**src/rtl/up_down_count_monitor_if.sv**
```systemverilog
// Sample/status bundle between an up/down counter probe and its monitor.
// Optional wrap counter signal exists only with COUNT_MON_WRAP_CNT_EN defined.
interface up_down_count_monitor_if #(
  parameter int unsigned WIDTH = 3
);

  localparam int unsigned CNT_W = 8;

  logic             valid;
  logic [WIDTH-1:0] Q_in;
  logic             locked;
  logic             dir;
  logic             err;
  logic [CNT_W-1:0] err_cnt;
`ifdef COUNT_MON_WRAP_CNT_EN
  logic [CNT_W-1:0] wrap_cnt;
`endif

  // Sample source: drives samples, observes monitor status.
  modport master (
    output valid,
    output Q_in,
    input  locked,
    input  dir,
    input  err,
    input  err_cnt
`ifdef COUNT_MON_WRAP_CNT_EN
    , input wrap_cnt
`endif
  );

  // Monitor: consumes samples, produces status.
  modport slave (
    input  valid,
    input  Q_in,
    output locked,
    output dir,
    output err,
    output err_cnt
`ifdef COUNT_MON_WRAP_CNT_EN
    , output wrap_cnt
`endif
  );

endinterface

```
**src/rtl/up_down_count_monitor.sv**
```systemverilog
// Watches the output of an up/down counter and checks that consecutive valid
// samples step by +1, -1 or stall (mod 2^WIDTH) once a direction is locked.
// Optional feature: define COUNT_MON_WRAP_CNT_EN to add the wrap_cnt counter.
// WIDTH must be >= 2 so that +1 and -1 are distinguishable.
module up_down_count_monitor #(
  parameter int unsigned WIDTH = 3
) (
  input logic                    clk,
  input logic                    clear_n,
  up_down_count_monitor_if.slave mon
);

  localparam int unsigned CNT_W = 8;
  localparam logic [CNT_W-1:0] CNT_MAX = '1;

  typedef enum logic [1:0] {
    IDLE      = 2'd0,
    SYNC      = 2'd1,
    LOCK_UP   = 2'd2,
    LOCK_DOWN = 2'd3
  } state_e;

  state_e           state_q, state_d;
  logic [WIDTH-1:0] prev_q, prev_d;
  logic             locked_q, locked_d;
  logic             dir_q, dir_d;
  logic             err_q, err_d;
  logic [CNT_W-1:0] err_cnt_q, err_cnt_d;

  logic [WIDTH-1:0] prev_inc_c;
  logic [WIDTH-1:0] prev_dec_c;
  logic             is_inc_c;
  logic             is_dec_c;
  logic             is_same_c;
  logic             seq_err_c;

  // Neighbours of the previous sample; the natural WIDTH-bit wrap gives mod 2^WIDTH.
  assign prev_inc_c = prev_q + WIDTH'(1);
  assign prev_dec_c = prev_q - WIDTH'(1);
  assign is_inc_c   = (mon.Q_in == prev_inc_c);
  assign is_dec_c   = (mon.Q_in == prev_dec_c);
  assign is_same_c  = (mon.Q_in == prev_q);

  // State register and registered outputs.
  always_ff @(posedge clk or negedge clear_n) begin
    if (!clear_n) begin
      state_q   <= IDLE;
      prev_q    <= '0;
      locked_q  <= 1'b0;
      dir_q     <= 1'b0;
      err_q     <= 1'b0;
      err_cnt_q <= '0;
    end else begin
      state_q   <= state_d;
      prev_q    <= prev_d;
      locked_q  <= locked_d;
      dir_q     <= dir_d;
      err_q     <= err_d;
      err_cnt_q <= err_cnt_d;
    end
  end

  // Next-state and next-output decode; idle cycles hold everything but err.
  always_comb begin
    state_d   = state_q;
    prev_d    = prev_q;
    dir_d     = dir_q;
    err_d     = 1'b0;
    err_cnt_d = err_cnt_q;
    seq_err_c = 1'b0;

    if (mon.valid) begin
      prev_d = mon.Q_in;
      case (state_q)
        IDLE: begin
          state_d = SYNC;
        end
        SYNC: begin
          if (is_inc_c) begin
            state_d = LOCK_UP;
          end else if (is_dec_c) begin
            state_d = LOCK_DOWN;
          end
        end
        LOCK_UP: begin
          if (is_inc_c || is_same_c) begin
            state_d = LOCK_UP;
          end else if (is_dec_c) begin
            state_d = LOCK_DOWN;
          end else begin
            state_d   = SYNC;
            seq_err_c = 1'b1;
          end
        end
        LOCK_DOWN: begin
          if (is_dec_c || is_same_c) begin
            state_d = LOCK_DOWN;
          end else if (is_inc_c) begin
            state_d = LOCK_UP;
          end else begin
            state_d   = SYNC;
            seq_err_c = 1'b1;
          end
        end
        default: begin
          state_d = IDLE;
        end
      endcase
    end

    err_d = seq_err_c;
    if (seq_err_c && (err_cnt_q != CNT_MAX)) begin
      err_cnt_d = err_cnt_q + CNT_W'(1);
    end

    locked_d = (state_d == LOCK_UP) || (state_d == LOCK_DOWN);
    if (state_d == LOCK_UP) begin
      dir_d = 1'b0;
    end else if (state_d == LOCK_DOWN) begin
      dir_d = 1'b1;
    end
  end

  assign mon.locked  = locked_q;
  assign mon.dir     = dir_q;
  assign mon.err     = err_q;
  assign mon.err_cnt = err_cnt_q;

`ifdef COUNT_MON_WRAP_CNT_EN
  localparam logic [WIDTH-1:0] Q_MAX = '1;

  logic [CNT_W-1:0] wrap_cnt_q, wrap_cnt_d;
  logic             wrap_c;

  // In-sequence wrap while locked: max->0 going up, 0->max going down.
  always_comb begin
    wrap_c = 1'b0;
    if (mon.valid) begin
      if ((state_q == LOCK_UP) && (prev_q == Q_MAX) && (mon.Q_in == '0)) begin
        wrap_c = 1'b1;
      end else if ((state_q == LOCK_DOWN) && (prev_q == '0) && (mon.Q_in == Q_MAX)) begin
        wrap_c = 1'b1;
      end
    end
    wrap_cnt_d = wrap_cnt_q;
    if (wrap_c && (wrap_cnt_q != CNT_MAX)) begin
      wrap_cnt_d = wrap_cnt_q + CNT_W'(1);
    end
  end

  // Saturating wrap counter register.
  always_ff @(posedge clk or negedge clear_n) begin
    if (!clear_n) begin
      wrap_cnt_q <= '0;
    end else begin
      wrap_cnt_q <= wrap_cnt_d;
    end
  end

  assign mon.wrap_cnt = wrap_cnt_q;
`endif

endmodule
```
**src/flat_wrapper.sv**
```systemverilog
// flat-port wrapper written by rule: the top's interface ports become plain ports
module up_down_count_monitor_flat 
#(
  parameter int unsigned WIDTH = 3
)
  (clk, clear_n, mon_valid, mon_Q_in, mon_locked, mon_dir, mon_err, mon_err_cnt);
  up_down_count_monitor_if #(.WIDTH(WIDTH)) mon_i ();
  input logic clk;
  input logic clear_n;
  input wire logic [$bits(mon_i.valid)-1:0] mon_valid;
  input wire logic [$bits(mon_i.Q_in)-1:0] mon_Q_in;
  output wire logic [$bits(mon_i.locked)-1:0] mon_locked;
  output wire logic [$bits(mon_i.dir)-1:0] mon_dir;
  output wire logic [$bits(mon_i.err)-1:0] mon_err;
  output wire logic [$bits(mon_i.err_cnt)-1:0] mon_err_cnt;
  assign mon_i.valid = mon_valid;
  assign mon_i.Q_in = mon_Q_in;
  assign mon_locked = mon_i.locked;
  assign mon_dir = mon_i.dir;
  assign mon_err = mon_i.err;
  assign mon_err_cnt = mon_i.err_cnt;
  up_down_count_monitor #(.WIDTH(WIDTH)) u_core (.clk(clk), .clear_n(clear_n), .mon(mon_i));
endmodule
```
**config.mk**
```make
export PLATFORM = sky130hd
export DESIGN_NAME = up_down_count_monitor_flat
export DESIGN_NICKNAME = d
export VERILOG_FILES = /design/src/rtl/up_down_count_monitor_if.sv /design/src/rtl/up_down_count_monitor.sv /design/src/flat_wrapper.sv
export SDC_FILE = /design/constraint.sdc
export NUM_CORES = 1
export LEC_CHECK = 0
export CORE_MARGIN = 2
export CORE_UTILIZATION = 40
export CTS_CLUSTER_SIZE = 20
export DETAILED_ROUTE_END_ITERATION = 10
export PLACE_DENSITY = 0.66
export SLEW_MARGIN = 20
export SYNTH_ARGS = -nofsm -noshare
export SYNTH_HDL_FRONTEND = slang
export SYNTH_SLANG_ARGS = --single-unit
```
**constraint.sdc**
```tcl
create_clock -name clk -period 1.92 [get_ports clk]
set_input_delay 0.192 -clock clk [delete_from_list [all_inputs] [get_ports clk]]
set_output_delay 0.192 -clock clk [all_outputs]
set_load 0.05 [all_outputs]
```
==> results.cfg, run 1 <==
[synthesis]
syn_area_per_cell_um2 = 11.3
yosysUniqueCellTypes = 32
synthCells = 80
yosys_warnings = 0
ys_seq_area_share_pct = 44.4
yosysTopAreaCell = dfrtp_1
async_reset_ff_share_pct = 100
syn-num-nets = 89
synth_area_leaders = dfrtp_1, xor2_1, ha_1
synth_top_area_share_pct = 44.4
synth-seq-cells = 16
synth_ff_type = dfrtp_1
syn_area_um2 = 901
synth_edf_count = 0

[sta]
hold_slack_ns = 0.217
hold_violations = 0
setup_viol_count_final = 0
tns_ns = 0
timing.final.ws_setup_ns = 0.00465
rsz0062_at_grt = true
tightestPinTransition_ns = 0.497
fin_crit_ns = 1.92
max_freq_mhz = 522
skew_ns = 0.00309
slew_headroom_pct = 66.8
slew_violations = 0
min_period_over_period_pct = 99.8

[pwr]
leakage_nw = 0.569
power_density_nw_per_um2 = 1220
peakVddDrop_mv = 0.793

[cells_and_area]
area_growth_pct = 49.7
diodes = 0
design_area_um2 = 1350
drive_gt1_share_pct = 36.6
fin_nets = 123
multiInputGateArea_um2 = 606
final.fill_count = 180
seqCellArea_um2 = 402

[placement]
post_dp_cell_area_um2 = 1190
gp_congestion = 0.849
hpwl_mm = 1.39
pre_cts_ws_ns = -0.316
port_buffers = 16

[detailed_routing]
viasPerCell = 5.16
vias = 723
drt-pass1-iter-count = 4
routed_wl_mm = 1.86
drtIter0Drc = 7
antenna_left = 0
drt-met1-wl_um = 885
wl_per_cell_um = 13.3
drc = 0
highest_layer = met4
wl_met3_um = 39
dr_wl_met2_um = 920

[floorplan]
chipWidth_um = 51.5
die_y_um = 51.5
pin_count = 17
rows = 17
initial_core_util_pct = 41.5
coreArea_um2 = 2170
fp.dieArea_um2 = 2650

[critical_path]
cp_max_fo = 5
max_stage_delay_ns = 0.42
crit_arrival_ns = 2.09
cp-end-kind = flop
slowest_stage = dfrtp_1
cp-start-kind = flop
crit_chain = inv_2 > ha_4 > xnor2_4 > and3_4 > nor3_4 > o211ai_2 > mux2_4
worst-setup-path-type = reg2reg
r2r_setup_slack_ns = 0.005
crit_required_ns = 2.09

[clocking]
cts_buffer_depth = 2
cts_tree = yes
htree_levels = 1
clock_sinks = 16
ctsHoldBuffers = 0
cts.clk_slew.worst_paths_ns = 0.09
insertion_delay_ns = 0.28
tritoncts.num_buffers = 3
cts-root-buf = clkbuf_4

[global_routing]
grt_overflow = 0
grt_pass1_vias = 727
antenna_found_initial = 0
grt_max_degree = 17
grt_util_all_layers_pct = 16.6
grt_pass1_wl_mm = 3.25

[flow_run]
drv_cap = 0

[outcome]
outcome = finished, final reports clean

[hold_path]
hold_class = in2async
kinds of logic after synthesis:
group / synth area share, %
AOI/OAI and AO/OA: 10.0
DFF: 44.4
and+or+nand+nor: 16.9
xor gates and xnor gates: 16.2
buffers and inverters: 2.08
muxes: 6.11
adders and majority gates: 4.17
critical path, delay by kind of cell (launching register included):
| kind | cells | cell delay [ns] |
|---|---|---|
| compound gates | 1 | 0.15 |
| flops | 1 | 0.42 |
| buf+inv | 1 | 0.09 |
| xor+xnor | 1 | 0.15 |
| mux | 1 | 0.32 |
| fa+ha+maj | 1 | 0.22 |
| simple gates | 2 | 0.46 |
routing by layer:
| metal | up-vias | track usage [%] |
|---|---|---|
| met1 | 361 | 22.1 |
| met3 | 2 | 1.75 |
| met5 | - | 0 |
| met4 | 0 | 7.89 |
| li1 | 352 | - |
| met2 | 8 | 26.9 |
where the power goes:
group          internal (mW)  total (mW)  leakage [nW]  switching [mW]
Sequential             0.434       0.553         0.193           0.118
Combinational          0.384       0.914         0.362           0.530
Clock                 0.0728       0.174        0.0138           0.101
Total                  0.891        1.64         0.569           0.750
flip-flops by register name, summed over array words and instances (netlist names):
signal,cells
u_core.mon.locked,1
u_core.mon.err_cnt,8
u_core.state_q,2
u_core.mon.err,1
u_core.mon.dir,1
u_core.prev_q,3
cell usage in the layout (no fill, tap or decap), drive strengths merged, types with 4 or more instances in the layout:
| master | n |
|---|---|
| clkdlybuf4s50 | 16 |
| nand3 | 6 |
| xnor2 | 4 |
| xor2 | 7 |
| nor3 | 4 |
| buf | 15 |
| dfrtp | 16 |
| mux2 | 4 |
| nand2 | 7 |
worst paths after layout:
| kind | to | from | depth (start not counted) |
|---|---|---|---|
| worst min-delay path | u_core.mon.err_cnt[3] | clear_n | 2 |
| min in group clk | u_core.mon.dir | u_core.mon.dir | 1 |
| worst max-delay path | u_core.mon.err_cnt[1] | u_core.prev_q[1] | 7 |
| worst min register to register | u_core.mon.dir | u_core.mon.dir | 1 |
| max in group asynchronous | u_core.prev_q[2] | clear_n | 2 |
| worst max register to register | u_core.mon.err_cnt[1] | u_core.prev_q[1] | 7 |
per-stage QoR:
| stage | std cells | utilization, % | power [mW] |
|---|---|---|---|
| 2_1_floorplan | 80 | - | 1.08 |
| 3_3_place_gp | 132 | 54.7 | 1.33 |
| 3_5_place_dp | 132 | 54.7 | 1.36 |
| 4_1_cts | 138 | 59.1 | 1.59 |
| 5_1_grt | 140 | 62.2 | 1.73 |
| 6_report | 140 | 62.2 | 1.64 |
cells in the mapped netlist, types with 2 or more instances:
cell       n
xor2_1     7
o21ai_0    2
nor4_1     3
nor3_1     3
nand3_1    6
clkbuf_1   2
ha_1       3
xnor2_1    4
inv_1      3
dfrtp_1   16
o22ai_1    2
nand2_1    7
mux2_2     3
final cells by class:
class,instances,share of cell area (%)
clock buffers,3,1.67
inverters,3,0.835
multi-input cells,59,44.9
flip-flops and latches,16,29.8
well taps,28,2.60
repair buffers,31,20.2
timing repair:
item | CTS | global route
pin swaps | 4 | 7
setup buffers | 3 | 2
endpoints found under the setup margin | 9 | 9
resized for setup | 8 | 9
Note: power is estimated with default switching activity, not from simulation.
==> inputs of run 2 (changes only) <==
--- a/config.mk
+++ b/config.mk
@@ -9,8 +9,8 @@
 export CORE_UTILIZATION = 40
 export CTS_CLUSTER_SIZE = 20
 export DETAILED_ROUTE_END_ITERATION = 10
+export MAX_ROUTING_LAYER = met4
 export PLACE_DENSITY = 0.66
-export SLEW_MARGIN = 20
 export SYNTH_ARGS = -nofsm -noshare
 export SYNTH_HDL_FRONTEND = slang
 export SYNTH_SLANG_ARGS = --single-unit
==> constraint.sdc (replaced) <==
create_clock -name clk -period 1.92 [get_ports clk]
set_input_delay 0.384 -clock clk [delete_from_list [all_inputs] [get_ports clk]]
set_output_delay 0.384 -clock clk [all_outputs]
set_load 0.05 [all_outputs]
==> results.cfg, run 2 (synthesis gave the netlist of run 1 again) <==
[outcome]
outcome = finished, final reports clean

[detailed_routing]
drtIter0Drc = 9
vias = 695
drt-pass1-iter-count = 4
wl_met3_um = 70
wl_per_cell_um = 13.1
routed_wl_mm = 1.84
viasPerCell = 4.96
drt-met1-wl_um = 856
drc = 0
antenna_left = 0
dr_wl_met2_um = 898
highest_layer = met4

[critical_path]
slowest_stage = dfrtp_1
max_stage_delay_ns = 0.42
crit_top_cell = buf_4
crit_buf_inv = 2
crit_chain = buf_4 > ha_4 > xnor3_1 > and3_4 > nor3_4 > buf_4 > o22ai_1 > o22a_1
crit_arrival_ns = 2.07
r2r_cells = 8
r2r_setup_slack_ns = 0.03
cp_top_family = flip-flops
cp-end-kind = flop
crit_required_ns = 2.09
r2r-end = u_core.mon.dir
cp-start-kind = flop
cp_max_fo = 4
timing.rr.start = u_core.prev_q[0]
worst-setup-path-type = reg2reg

[sta]
tightestPinTransition_ns = 0.499
fin_crit_ns = 1.89
setup_viol_count_final = 0
slew_violations = 0
skew_ns = 0.00138
min_period_over_period_pct = 98.6
max_freq_mhz = 528
slew_headroom_pct = 66.7
rsz0062_at_grt = true
hold_violations = 0

[floorplan]
pin_count = 17
initial_core_util_pct = 41.5
die_y_um = 51.5
coreArea_um2 = 2170
fp.dieArea_um2 = 2650
rows = 17
chipWidth_um = 51.5

[global_routing]
grt_pass1_vias = 713
grt_overflow = 0
grt_pass1_wl_mm = 3.27
antenna_found_initial = 0
grt_max_degree = 17
grt_util_all_layers_pct = 17.3

[cells_and_area]
seqCellArea_um2 = 400
diodes = 0
drive_gt1_share_pct = 40.2
fin_nets = 123
final_common_cell = buf_4
multiInputGateArea_um2 = 602
final.fill_count = 186
layout.cells.non_filler = 140
largest_register_ff_count = 8
final_cell_mix = buf_4, dfrtp_1, nand2_1
area_growth_pct = 48.1

[clocking]
cts.clk_slew.worst_paths_ns = 0.08
insertion_delay_ns = 0.28
cts-root-buf = clkbuf_4
tritoncts.num_buffers = 3
cts_tree = yes
htree_levels = 1
clock_sinks = 16
cts_buffer_depth = 2

[pwr]
power_density_nw_per_um2 = 1190
p_total_mw = 1.58
leakage_nw = 0.600
peakVddDrop_mv = 0.763

[placement]
dp_cells = 134
gp_congestion = 0.844
hpwl_mm = 1.36
port_buffers = 16

[flow_run]
drv_cap = 0

[hold_path]
hold_class = in2async
==> run 2: how the worst max path moves through the flow <==
stage / startpoint / end / slack (ns) / depth (start not counted)
after global placement: mon_Q_in[2] / u_core.mon.err_cnt[7] / -0.44 / 6
final: u_core.prev_q[0] / u_core.mon.dir / 0.03 / 8
after CTS: u_core.prev_q[0] / u_core.mon.err_cnt[5] / 0.0003 / 8
after global routing: u_core.prev_q[0] / u_core.mon.err_cnt[1] / -0.07 / 7
after floorplan: u_core.prev_q[0] / u_core.mon.err_cnt[7] / -0.03 / 7
after detailed placement: mon_Q_in[2] / u_core.mon.err_cnt[7] / -0.49 / 6
==> run 2: timing repair <==
| action | 4_1_cts | 5_1_grt |
|---|---|---|
| cloned | 0 | 0 |
| hold buffers | 0 | 0 |
| pin swaps | 5 | 9 |
| setup buffers | 3 | 1 |
| resized for setup | 10 | 9 |
| endpoints found under the setup margin | 9 | 9 |
==> run 2: final cells by class <==
cell class | count | share of cell area [%]
well taps | 28 | 2.63
flip-flops and latches | 16 | 30.0
multi-input cells | 59 | 45.1
clock buffers | 3 | 1.69
repair buffers | 31 | 19.7
inverters | 3 | 0.844
==> run 2: metrics by stage <==
stage / hold WS, ns / worst slack (ns) / util, % / area, um2 / setup TNS, ns
floorplan: 0.0884 / -0.0307 / - / 923 / -0.105
global placement: 0.498 / -0.444 / 54.6 / 1180 / -3.84
detailed placement: 0.502 / -0.486 / 54.6 / 1180 / -4.20
CTS: 0.412 / 0.000304 / 59.9 / 1300 / 0
global route: 0.415 / -0.0737 / 61.5 / 1330 / -0.276
finish: 0.409 / 0.0271 / 61.5 / 1330 / 0
==> run 2: metal layers <==
layer	GRT usage, %	up-vias
met4	3.07	0
met5	-	-
li1	-	355
met2	27.8	12
met1	21.3	326
met3	6.14	2
==> run 2: worst register-to-register path, delay by kind of cell (launching register included) <==
kind	cells	cell delay, ns
AOI/OAI and AO/OA	2	0.31
xor gates and xnor gates	1	0.17
adders and majority gates	1	0.15
buffers and inverters	2	0.31
DFF	1	0.42
and+or+nand+nor	2	0.41
==> run 2: where the power goes <==
part | switching [mW] | internal, mW
clock | 0.0942 | 0.0728
combinational | 0.525 | 0.339
sequential | 0.116 | 0.434
total | 0.735 | 0.846
==> inputs of run 3 (changes only) <==
--- a/config.mk
+++ b/config.mk
@@ -11,6 +11,7 @@
 export DETAILED_ROUTE_END_ITERATION = 10
 export MAX_ROUTING_LAYER = met4
 export PLACE_DENSITY = 0.66
+export SKIP_LAST_GASP = 1
 export SYNTH_ARGS = -nofsm -noshare
 export SYNTH_HDL_FRONTEND = slang
 export SYNTH_SLANG_ARGS = --single-unit
==> results of run 3 <==
No change in the layout: final DEF, timing and power equal those of run 2.
